### src/rtl/rr_arb4_16.sv
// rr_arb4_16: round-robin arbiter and sequencer for a shared 4-way, 16-bit data path.
//
// Four requesters (A, B, C, D) compete for one registered 16-bit output. The current owner
// streams one word per cycle onto DO (with DV) for as long as it holds its request. When
// the owner drops its request, it is released and the block re-arbitrates in that same
// cycle, so the next owner is granted with no idle gap. The released owner gets the lowest
// priority for that arbitration.
//
// Ports:
//   clk   - clock, rising edge
//   rst_n - synchronous active-low reset
//   REQ   - request per source (bit0=A .. bit3=D)
//   A..D  - source words, WIDTH bits each, zero-extended onto DO
//   GNT   - registered one-hot grant (0000 when idle)
//   S     - registered select code of the current or last owner
//   DO    - registered output word, held when DV=0
//   DV    - DO was loaded on the previous edge
//   BUSY  - high while a grant is held
//
// Optional feature: define ARB_BURST_LIMIT_EN to cap each grant at MAX_BURST beats. The
// cap forces a release on the last beat. A sole requester is re-granted at once.

module rr_arb4_16 #(
   parameter int unsigned WIDTH     = 16,
   parameter int unsigned MAX_BURST = 4
) (
   input  logic             clk,
   input  logic             rst_n,
   input  logic [3:0]       REQ,
   input  logic [WIDTH-1:0] A,
   input  logic [WIDTH-1:0] B,
   input  logic [WIDTH-1:0] C,
   input  logic [WIDTH-1:0] D,
   output logic [3:0]       GNT,
   output logic [1:0]       S,
   output logic [15:0]      DO,
   output logic             DV,
   output logic             BUSY
);

   if (WIDTH < 1 || WIDTH > 16) begin : g_bad_width
      $error("rr_arb4_16: WIDTH must be in 1..16");
   end
   if (MAX_BURST < 1 || MAX_BURST > 255) begin : g_bad_burst
      $error("rr_arb4_16: MAX_BURST must be in 1..255");
   end

   typedef enum logic [0:0] {StIdle, StGrant} state_e;

   state_e      state_q, state_d;
   logic [1:0]  ptr_q, ptr_d;   // last owner; the scan starts just above it
   logic [3:0]  gnt_q, gnt_d;
   logic [1:0]  s_q, s_d;       // doubles as the owner index while in StGrant
   logic [15:0] do_q, do_d;
   logic        dv_q, dv_d;

`ifdef ARB_BURST_LIMIT_EN
   localparam logic [7:0] LastBeat = 8'(MAX_BURST - 1);
   logic [7:0] cnt_q, cnt_d;
`endif

   // First requester scanning upward from last+1, wrapping. Returns last when req is empty.
   function automatic logic [1:0] rr_pick(input logic [1:0] last, input logic [3:0] req);
      logic [1:0] idx;
      rr_pick = last;
      // Walk from the farthest candidate to the nearest so the nearest hit wins.
      for (int k = 4; k >= 1; k--) begin
         idx = last + 2'(k);
         if (req[idx]) begin
            rr_pick = idx;
         end
      end
   endfunction

   logic [WIDTH-1:0] sel_word;
   logic [1:0]       win_idle;
   logic [1:0]       win_rel;
   logic             release_now;

   always_comb begin
      sel_word = A;
      unique case (s_q)
         2'd0: sel_word = A;
         2'd1: sel_word = B;
         2'd2: sel_word = C;
         2'd3: sel_word = D;
      endcase
   end

   assign win_idle = rr_pick(ptr_q, REQ);
   // On release the old owner becomes the pointer, giving it lowest priority.
   assign win_rel  = rr_pick(s_q, REQ);

   always_comb begin
      state_d     = state_q;
      ptr_d       = ptr_q;
      gnt_d       = gnt_q;
      s_d         = s_q;
      do_d        = do_q;
      dv_d        = 1'b0;
      release_now = 1'b0;
`ifdef ARB_BURST_LIMIT_EN
      cnt_d       = cnt_q;
`endif

      unique case (state_q)
         StIdle: begin
            if (|REQ) begin
               state_d = StGrant;
               gnt_d   = 4'b0001 << win_idle;
               s_d     = win_idle;
`ifdef ARB_BURST_LIMIT_EN
               cnt_d   = 8'd0;
`endif
            end
         end

         StGrant: begin
            if (REQ[s_q]) begin
               do_d = 16'(sel_word);
               dv_d = 1'b1;
`ifdef ARB_BURST_LIMIT_EN
               cnt_d = cnt_q + 8'd1;
               // The final beat still transfers; the release rides on the same edge.
               if (cnt_q == LastBeat) begin
                  release_now = 1'b1;
               end
`endif
            end else begin
               release_now = 1'b1;
            end

            if (release_now) begin
               ptr_d = s_q;
               if (|REQ) begin
                  gnt_d = 4'b0001 << win_rel;
                  s_d   = win_rel;
`ifdef ARB_BURST_LIMIT_EN
                  cnt_d = 8'd0;
`endif
               end else begin
                  gnt_d   = 4'b0000;
                  state_d = StIdle;
               end
            end
         end

         default: begin
            state_d = StIdle;
         end
      endcase
   end

   always_ff @(posedge clk) begin
      if (!rst_n) begin
         state_q <= StIdle;
         ptr_q   <= 2'd3;
         gnt_q   <= 4'b0000;
         s_q     <= 2'd0;
         do_q    <= 16'h0000;
         dv_q    <= 1'b0;
`ifdef ARB_BURST_LIMIT_EN
         cnt_q   <= 8'd0;
`endif
      end else begin
         state_q <= state_d;
         ptr_q   <= ptr_d;
         gnt_q   <= gnt_d;
         s_q     <= s_d;
         do_q    <= do_d;
         dv_q    <= dv_d;
`ifdef ARB_BURST_LIMIT_EN
         cnt_q   <= cnt_d;
`endif
      end
   end

   assign GNT  = gnt_q;
   assign S    = s_q;
   assign DO   = do_q;
   assign DV   = dv_q;
   assign BUSY = (state_q == StGrant);

endmodule

### config.mk
export PLATFORM = sky130hd
export DESIGN_NAME = rr_arb4_16
export DESIGN_NICKNAME = d
export VERILOG_FILES = /design/src/rtl/rr_arb4_16.sv
export SDC_FILE = /design/constraint.sdc
export NUM_CORES = 1
export LEC_CHECK = 0
export CAP_MARGIN = 20
export CORE_MARGIN = 1.5
export CORE_UTILIZATION = 42
export DETAILED_ROUTE_END_ITERATION = 10
export PLACE_DENSITY = 0.86
export SLEW_MARGIN = 40
export SYNTH_ARGS = -nofsm -noshare
export SYNTH_HDL_FRONTEND = slang
export SYNTH_SLANG_ARGS = --single-unit
### constraint.sdc
create_clock -name clk -period 5.5 [get_ports clk]
set_clock_uncertainty 0.1 [all_clocks]
set_input_delay 0.825 -clock clk [delete_from_list [all_inputs] [get_ports clk]]
set_output_delay 0.825 -clock clk [all_outputs]
set_load 0.02 [all_outputs]
==> flow_metrics.tcl, run 1 <==
set metrics [dict create \
    crit_chain "inv_1 > ha_2 > mux2_1 > o22ai_1 > a21oi_1 > or4_1 > a21oi_1" \
    fmax_mhz 348 \
    clk_pin_slew_ns 0.09 \
    cp-end-kind "flip-flop" \
    p_per_area_nw_per_um2 269 \
    cts_buffer_depth 2 \
    synthAdderAreaFrac 0.0298 \
    routed_wirelength_um 5430 \
    syn_to_final_growth_pct 57.5 \
    rows 22 \
    final_util 0.706 \
    viasPerCell 5.89 \
    cts_tree "built" \
    drv_cap 0 \
    crit_fanout 14 \
    drt_iter0_drc 135 \
    hold_class "flip-flop to flip-flop" \
    finalCritPeriodShare 0.522 \
    synth_ff_type "dfxtp_1" \
    final.min_clock_period_ns 2.87 \
    grt_pass1_wl_um 8430 \
    htreeDepth 1 \
    r2r_cells 7 \
    numPortBuffers 93 \
    rsz0062_at_grt "false" \
    overflow 0 \
    yosysSeqAreaShare 0.310 \
    reg2reg_to "GNT[3]$_SDFFE_PN0P_" \
    synth_edf_count 0 \
    finalSetupViolCount 0 \
    arrival_ns 2.98 \
    finalWeightedCongestion 0.907 \
    synthCells 196 \
    numCtsBuffers 3 \
    synthSimpleGateAreaFrac 0.108 \
    slew_violations 0 \
    rr_startpoint "S[0]$_SDFFE_PN0P_" \
    ys_async_sr_fraction 0 \
    seqCellArea_um2 520 \
    ios 94 \
    fin_nets 350 \
    holdPathStages 1 \
    slowest_stage "dfxtp_1" \
    status "complete, no violations" \
    synthXorXnorAreaFrac 0 \
    ys_seq_elements 26 \
    syn_area_um2 1680 \
    vdd_ir_drop_max_v 0.000207 \
    power_leakage_nw 0.970 \
    n_antenna_cell 0 \
    crit_end "GNT[3]$_SDFFE_PN0P_" \
    syn_area_per_cell_um2 8.56 \
    hold_viol 0 \
    worst_pin_slew_ns 0.743 \
    firstDrtPassIters 6 \
    synth-compound-area-share 0.415 \
    core_region_area_um2 3740 \
    globalRouteTotalUtil 0.245 \
    floorplan.initialDensity 0.448 \
    wl_per_cell_um 16.8 \
    antenna_found_initial 0 \
    num_vias 1902 \
    cp.required_ns 5.61 \
    first_global_vias 1712 \
    die_y_um 66.2 \
    slew_headroom 0.500 \
    drive_gt1_frac 0.0545 \
    rrSetupSlack_ns 2.63 \
    critPathLaunch "S[0]$_SDFFE_PN0P_" \
    yosysUniqueCellTypes 40 \
    syn_nets 270 \
    tns_ns 0 \
    dpl.hpwl_um 4170 \
    cts_root_buf "clkbuf_8" \
    postCtsHoldBufs 0 \
    multi_input_area_um2 1060 \
    fillCellCount 293 \
    cp_common_cell "a21oi_1" \
    synth_top_family_by_area "compound AO/OA/AOI/OAI gates" \
    critical_path_class "flip-flop to flip-flop" \
    die_area_um2 4380 \
    clk_latency_ns 0.27 \
    die_w_um 66.2 \
    cts_sinks 26 \
    cts_setup_buffers 0 \
    drc 0 \
    drtAntennaViolNets 0 \
    start_kind "flip-flop" \
    slowest_delay_ns 0.69 \
    grt_start_max_net_pins 33 \
    cts_resized 0 \
    ys_warn_count 0 \
    synth.mux.area_fraction 0.0753 \
]
[worst min-delay path by stage]
stage                          startpoint               endpoint  slack [ns]
finish                 DO[3]$_SDFFE_PN0N_     DO[3]$_SDFFE_PN0N_        0.38
global route          DO[12]$_SDFFE_PN0N_    DO[12]$_SDFFE_PN0N_        0.40
CTS                    DO[7]$_SDFFE_PN0N_     DO[7]$_SDFFE_PN0N_        0.39
detailed placement    DO[14]$_SDFFE_PN0N_    DO[14]$_SDFFE_PN0N_        0.36
global placement      DO[12]$_SDFFE_PN0N_    DO[12]$_SDFFE_PN0N_        0.36
floorplan           ptr_q[1]$_SDFFE_PN1P_  ptr_q[1]$_SDFFE_PN1P_        0.41
[where the power goes]
group	switching, mW	internal, mW	leakage [nW]
Combinational	0.176	0.175	0.728
Sequential	0.0282	0.213	0.213
Clock	0.0561	0.0639	0.0288
[stage by stage]
stage	hold slack, ns	instance area (um2)	total power [mW]	instances	setup slack, ns
floorplan	0.406	1680	0.458	196	2.84
global placement	0.361	2580	0.588	319	2.44
detailed placement	0.363	2590	0.591	319	2.40
CTS	0.387	2640	0.712	323	2.66
global route	0.401	2640	0.759	323	2.42
finish	0.381	2640	0.712	323	2.63
[cell usage in the layout, fill, tap and decap left out, types with 2 or more instances in the layout]
cell type and count:
a21oi_1 8, mux2_2 2, a222oi_1 16, dfxtp_1 26, inv_1 5, a221o_1 2
clkdlybuf4s50_1 93, mux2i_1 7, nand2b_1 3, nand3_1 2, ha_1 3, nor2_1 8
a22o_1 17, or4_1 2, o21ai_1 4, a221oi_1 4, nand2_1 20, o21ai_0 25
a211oi_1 2, clkbuf_8 4, a31oi_1 3
[critical path, delay by kind of cell, from the launching register on]
| kind | cells | cell delay (ns) |
|---|---|---|
| DFF | 1 | 0.69 |
| adders and majority gates | 1 | 0.48 |
| AOI/OAI and AO/OA | 3 | 0.47 |
| and+or+nand+nor | 1 | 0.46 |
| muxes | 1 | 0.34 |
| buffers and inverters | 1 | 0.26 |
[Yosys cell counts (2+ instances only)]
master | count | area, um2
a211oi_1 | 2 | 15.0
a21oi_1 | 8 | 40.0
a221o_1 | 2 | 20.0
a221oi_1 | 4 | 35.0
a222oi_1 | 16 | 160
a22o_1 | 17 | 149
a31oi_1 | 3 | 18.8
buf_2 | 7 | 35.0
clkbuf_1 | 10 | 37.5
dfxtp_1 | 26 | 521
ha_1 | 4 | 50.1
inv_1 | 5 | 18.8
mux2_2 | 2 | 22.5
mux2i_1 | 7 | 70.1
nand2_1 | 20 | 75.1
nand2b_1 | 3 | 18.8
nand3_1 | 2 | 10.0
nor2_1 | 8 | 30.0
o21ai_0 | 25 | 125
o21ai_1 | 4 | 20.0
or4_1 | 2 | 15.0
[flip-flops by register name (all words and copies together) (netlist names)]
register	flops
ptr_q	2
GNT	4
S	2
DV	1
DO	16
BUSY	1
[area by class of cell]
| cell class | count | share of cell area |
|---|---|---|
| Inverter | 5 | 0.00710 |
| Tap cell | 48 | 0.0227 |
| Multi-Input combinational cell | 147 | 0.400 |
| Clock buffer | 4 | 0.0208 |
| Timing Repair Buffer | 93 | 0.352 |
| Sequential cell | 26 | 0.197 |
[metal layers]
metal | GRT usage | vias up | part of all wire
met5 | 0 | - | 0
met4 | 0.0459 | 0 | 0.0079
met3 | 0.0511 | 9 | 0.11
met2 | 0.398 | 84 | 0.43
met1 | 0.336 | 873 | 0.46
li1 | - | 936 | -
[cell families after synthesis]
logic type	Yosys count
buffers and inverters	23
AND/OR/NAND/NOR	40
multiplexers	11
flip-flops	26
adder cells (fa/ha/maj)	4
AO/OA/AOI/OAI	92
No activity file was read; power rests on OpenSTA's default activity.
==> run 2: changes to the inputs <==
Settings changed: CORE_UTILIZATION 42 to 35, PLACE_DENSITY 0.86 to 0.76.
Clock period 5.5 ns to 2.5 ns, I/O delays scaled along.
==> flow_metrics.tcl, run 2 (synthesis gave the netlist of run 1 again) <==
set metrics [dict create \
    grt_start_max_net_pins 25 \
    crit_fanout 8 \
    clk_pin_slew_ns 0.09 \
    wl_per_cell_um 16.5 \
    routed_wirelength_um 5640 \
    vdd_ir_drop_max_v 0.000356 \
    slew_violations 0 \
    design_area_um2 2780 \
    hold_class "flip-flop to flip-flop" \
    start_kind "flip-flop" \
    fillCellCount 412 \
    grt_pass1_wl_um 9290 \
    globalRouteTotalUtil 0.222 \
    fin_cells 342 \
    postCtsHoldBufs 0 \
    slew_headroom 0.540 \
    finalWeightedCongestion 0.878 \
    drtAntennaViolNets 0 \
    holdWs_ns 0.388 \
    drc 0 \
    ios 94 \
    multi_input_area_um2 1060 \
    rsz0062_at_grt "false" \
    pre_cts_slack_ns -0.0251 \
    htreeDepth 1 \
    final.min_clock_period_ns 2.31 \
    die_y_um 72.2 \
    power_leakage_nw 1.04 \
    viasPerCell 5.78 \
    cts_sinks 26 \
    numCtsBuffers 3 \
    drt_iter0_drc 221 \
    core_region_area_um2 4660 \
    cts_buffer_depth 2 \
    hold_viol 0 \
    dpl.hpwl_um 4300 \
    syn_to_final_growth_pct 65.6 \
    drive_gt1_frac 0.104 \
    die_w_um 72.2 \
    status "complete, no violations" \
    n_antenna_cell 0 \
    num_vias 1976 \
    final_cell_mix "clkdlybuf4s50_1, o21ai_0, dfxtp_1, nand2_1, a22o_1" \
    drv_cap 0 \
    overflow 0 \
    numPortBuffers 93 \
    cts_root_buf "clkbuf_8" \
    dp.cells 338 \
    worst_pin_slew_ns 0.690 \
    cts_tree "built" \
    final_util 0.596 \
    fin_nets 363 \
    cp.required_ns 2.59 \
    place_area_um2 2710 \
    finalSetupViolCount 0 \
    first_global_vias 1846 \
    seqCellArea_um2 523 \
    firstDrtPassIters 6 \
    critical_path_class "flip-flop to flip-flop" \
    rows 25 \
    finalCritPeriodShare 0.924 \
    die_area_um2 5220 \
    p_per_area_nw_per_um2 610 \
    fmax_mhz 433 \
    clk_latency_ns 0.26 \
    floorplan.initialDensity 0.360 \
    fin_ws_ns 0.191 \
    cp-end-kind "flip-flop" \
    largest_reg_flops 16 \
    final_common_cell "clkdlybuf4s50_1" \
    antenna_found_initial 0 \
    arrival_ns 2.40 \
]
run 2: cell types whose count changed in the layout (fill, tap and decap cells not counted), sizes merged:
cell	delta
buf	+13
clkbuf	-1
bufinv	+1
run 2: final timing paths:
kind | slack, ns | startpoint | cells after the start | end
max reg2reg | 0.19 | S[0]$_SDFFE_PN0P_ | 7 | GNT[3]$_SDFFE_PN0P_
max | 0.19 | S[0]$_SDFFE_PN0P_ | 7 | GNT[3]$_SDFFE_PN0P_
min | 0.39 | DO[5]$_SDFFE_PN0N_ | 1 | DO[5]$_SDFFE_PN0N_
min reg2reg | 0.39 | DO[5]$_SDFFE_PN0N_ | 1 | DO[5]$_SDFFE_PN0N_
run 2: cell type report:
class	instances	area share
inverters	5	0.00675
clock buffers	3	0.0149
repair buffers	106	0.375
well taps	54	0.0243
clock inverters	1	0.0108
multi-input cells	147	0.380
flip-flops and latches	26	0.188
run 2: critical path, cell delays in order, from the launching register on:
cell	delay, ns
dfxtp_2	0.32
inv_1	0.16
ha_2	0.36
a221o_1	0.33
o21ai_1	0.10
o2bb2a_4	0.18
or4_1	0.53
a21oi_1	0.17
run 2: timing repair:
action,in CTS,in global routing
gates resized for setup,0,1
buffers inserted,0,0
setup endpoints to repair,0,1
run 2: power breakdown:
group          internal [mW]  leakage [nW]  switching (mW)
Clock                  0.214        0.0357           0.131
Sequential             0.469         0.214          0.0325
Combinational          0.427         0.795           0.422
run 2: stage by stage:
| step | TNS [ns] | total power, mW |
|---|---|---|
| after floorplan | 0 | 1.01 |
| after global placement | 0 | 1.35 |
| after detailed placement | -0.0251 | 1.35 |
| after CTS | 0 | 1.70 |
| after global routing | 0 | 1.82 |
| final | 0 | 1.69 |
run 2: per-layer routing:
| metal | routed length (um) | vias up | share of wire | GRT usage |
|---|---|---|---|---|
| li1 | - | 962 | - | - |
| met1 | 2470 | 927 | 0.44 | 0.309 |
| met2 | 2590 | 83 | 0.46 | 0.368 |
| met3 | 530 | 4 | 0.094 | 0.0444 |
| met4 | 43 | 0 | 0.0076 | 0.0294 |
| met5 | 0 | - | 0 | 0 |
==> variant: new RTL, config.mk and constraints of run 1 <==
`do_q` no longer has a reset.
--- a/src/rtl/rr_arb4_16.sv
+++ b/src/rtl/rr_arb4_16.sv
@@ -159,3 +159,2 @@
          s_q     <= 2'd0;
-         do_q    <= 16'h0000;
          dv_q    <= 1'b0;
@@ -169,3 +168,2 @@
          s_q     <= s_d;
-         do_q    <= do_d;
          dv_q    <= dv_d;
@@ -175,2 +173,6 @@
       end
+   end
+
+   always_ff @(posedge clk) begin
+      do_q <= do_d;
    end
Function: differs if rst_n is asserted again (counterexample within 4 cycles, from zero or initial values and one cycle with rst_n low); with rst_n held inactive, the same outputs for 10 cycles.
==> variant against run 1 <==
Sequential cell count is the same. Worst setup slack gained 0.015 ns. Final area up 0.28%. Maximum frequency grew 0.54%. Synthesized area down 1.8%. First-iteration DRC count fell by 10%. Total power up 1.8%. Non-clock buffer count is 1 higher. Count of clock-buffer cells in the layout fell by 1. Via count down 12%. Clock power decreased by 12%. Wire length fell by 7.2%.
==> variant: results (changes against run 1) <==
layout:
  fin_nets: 324  # -7.4%
  diodes: 0  # unchanged
  fill_cells: 273  # -6.8%
  largest_reg_flops: 16  # unchanged
  drive_above_1_share: 0.0482  # -0.00635
worst_setup_path:
  timing.rr.start: "S[0]$_SDFFE_PN0P_"
  arrival_ns: 2.91  # -0.07 ns
  critPathLaunch: "REQ[1]"
  reg2reg_depth: 7  # unchanged
  cp_slowest_cell: "clkdlybuf4s50_1"
  cp_max_fo: 14  # unchanged
  crit_family: "buffers and inverters"
  r2r_slack_ns: 2.93  # +0.30 ns
  crit_path_max_incr_delay_ns: 0.62  # -0.07 ns
  timing.rr.end: "GNT[3]$_SDFFE_PN0P_"
detailed_routing:
  wl_per_cell_um: 16.9  # +0.88%
  drt_iter0_drc: 121  # -10%
  via_count: 1675  # -12%
  firstDrtPassIters: 8  # +2
  routed_wirelength_um: 5030  # -7.2%
synthesis:
  synth_compound_area_frac: 0.216  # -0.200
  synthMuxAreaShare: 0.182  # +0.107
  synth.area.top_cells: "edfxtp_1 (29%), mux2i_1 (13%), dfxtp_1 (12%), a222oi_1 (9.7%), inv_1 (4.8%)"
  syn_inst: 160  # -18%
  ys.warnings.count: 0  # unchanged
  synth_edf_count: 16  # +16
  synth_commonest_cells: "inv_1 (21), mux2i_1 (21), a222oi_1 (16), edfxtp_1 (16), dfxtp_1 (10)"
  syn-num-nets: 234  # -13%
  synth-xor-area-share: 0  # unchanged
  synth-adder-area-share: 0.0304  # +0.000544
  synth_flop_cell: "edfxtp_1"
  ys_seq_area_frac: 0.413  # +0.103
  synthArstFlopShare: 0  # unchanged
  synthDistinctLibCells: 33  # -18%
placement:
  portBuffers: 93  # unchanged
  dp_cells: 293  # -8.2%
  gp_congestion: 0.887  # -2.3%
  hpwl_um: 3900  # -6.5%
power:
  sequentialPowerShare: 0.370  # +0.031
  leakagePower_nw: 1.07  # +11%
  pwr-share-comb: 0.484  # -0.009
  p_switching_mw: 0.248  # -4.7%
  max-vdd-ir-drop_mv: 0.157  # -24%
cts:
  postCtsSetupBuffers: 0  # unchanged
  cts_buffer_depth: 2  # unchanged
  root_buffer: "clkbuf_8"
  numCtsBuffers: 3  # unchanged
  post_cts_resized: 0  # unchanged
grt:
  grt_pass1_vias: 1488  # -13%
  grt_max_degree: 17  # -48%
  grt_pass1_wl_um: 7500  # -11%
  grt_util_all_layers: 0.228  # -0.0165
outcome:
  run_status: "completed"
sta:
  tightestPinTransition_ns: 0.654  # -0.0886 ns
  max_slew_margin: 0.564  # +0.0637
  whs_ns: 0.442  # +0.0607 ns
  hold_viol: 0  # unchanged
worst_hold_path:
  hold_start: "ptr_q[1]$_SDFFE_PN1P_"
  worst_hold_path.num_cells: 2  # +1
  min_to: "ptr_q[1]$_SDFFE_PN1P_"
## variant: changes by cell type after synthesis, moves of 6 or more
| cell | delta |
|---|---|
| dfxtp_1 | -16 |
| buf_2 | -6 |
| a22o_1 | -17 |
| inv_1 | +16 |
| mux2i_1 | +14 |
| nand2_1 | -13 |
| o21ai_0 | -16 |
| edfxtp_1 | +16 |
## variant: how the worst max path moves through the flow
stage / endpoint / cells past startpoint
2_1_floorplan: S[1]$_SDFFE_PN0P_ / 6
3_3_place_gp: S[1]$_SDFFE_PN0P_ / 8
3_5_place_dp: S[1]$_SDFFE_PN0P_ / 8
4_1_cts: S[1]$_SDFFE_PN0P_ / 8
5_1_grt: S[1]$_SDFFE_PN0P_ / 8
6_report: S[1]$_SDFFE_PN0P_ / 8
## variant: area by class of cell
cell class | instances | area (um2) | area share
repair buffers | 94 | 938 | 0.354
multi-input cells | 104 | 847 | 0.320
flip-flops and latches | 26 | 681 | 0.257
inverters | 21 | 78.8 | 0.0297
well taps | 48 | 60.1 | 0.0227
clock buffers | 3 | 41.3 | 0.0156
clock inverters | 1 | 3.75 | 0.00142
## variant: per-layer routing
metal	vias up	GRT usage	share of wire
met5	-	0	0
met2	97	0.399	0.49
li1	796	-	-
met1	777	0.287	0.39
met4	0	0.0547	0.0083
met3	5	0.0479	0.11
## variant: stage by stage
| step | power, mW | area, um2 | setup slack, ns | utilization |
|---|---|---|---|---|
| final | 0.725 | 2650 | 2.64 | 0.713 |
| after global placement | 0.613 | 2600 | 2.52 | 0.700 |
| after global routing | 0.762 | 2650 | 2.45 | 0.713 |
| after CTS | 0.726 | 2650 | 2.65 | 0.713 |
| after detailed placement | 0.620 | 2610 | 2.39 | 0.701 |
| after floorplan | 0.478 | 1650 | 2.96 | - |
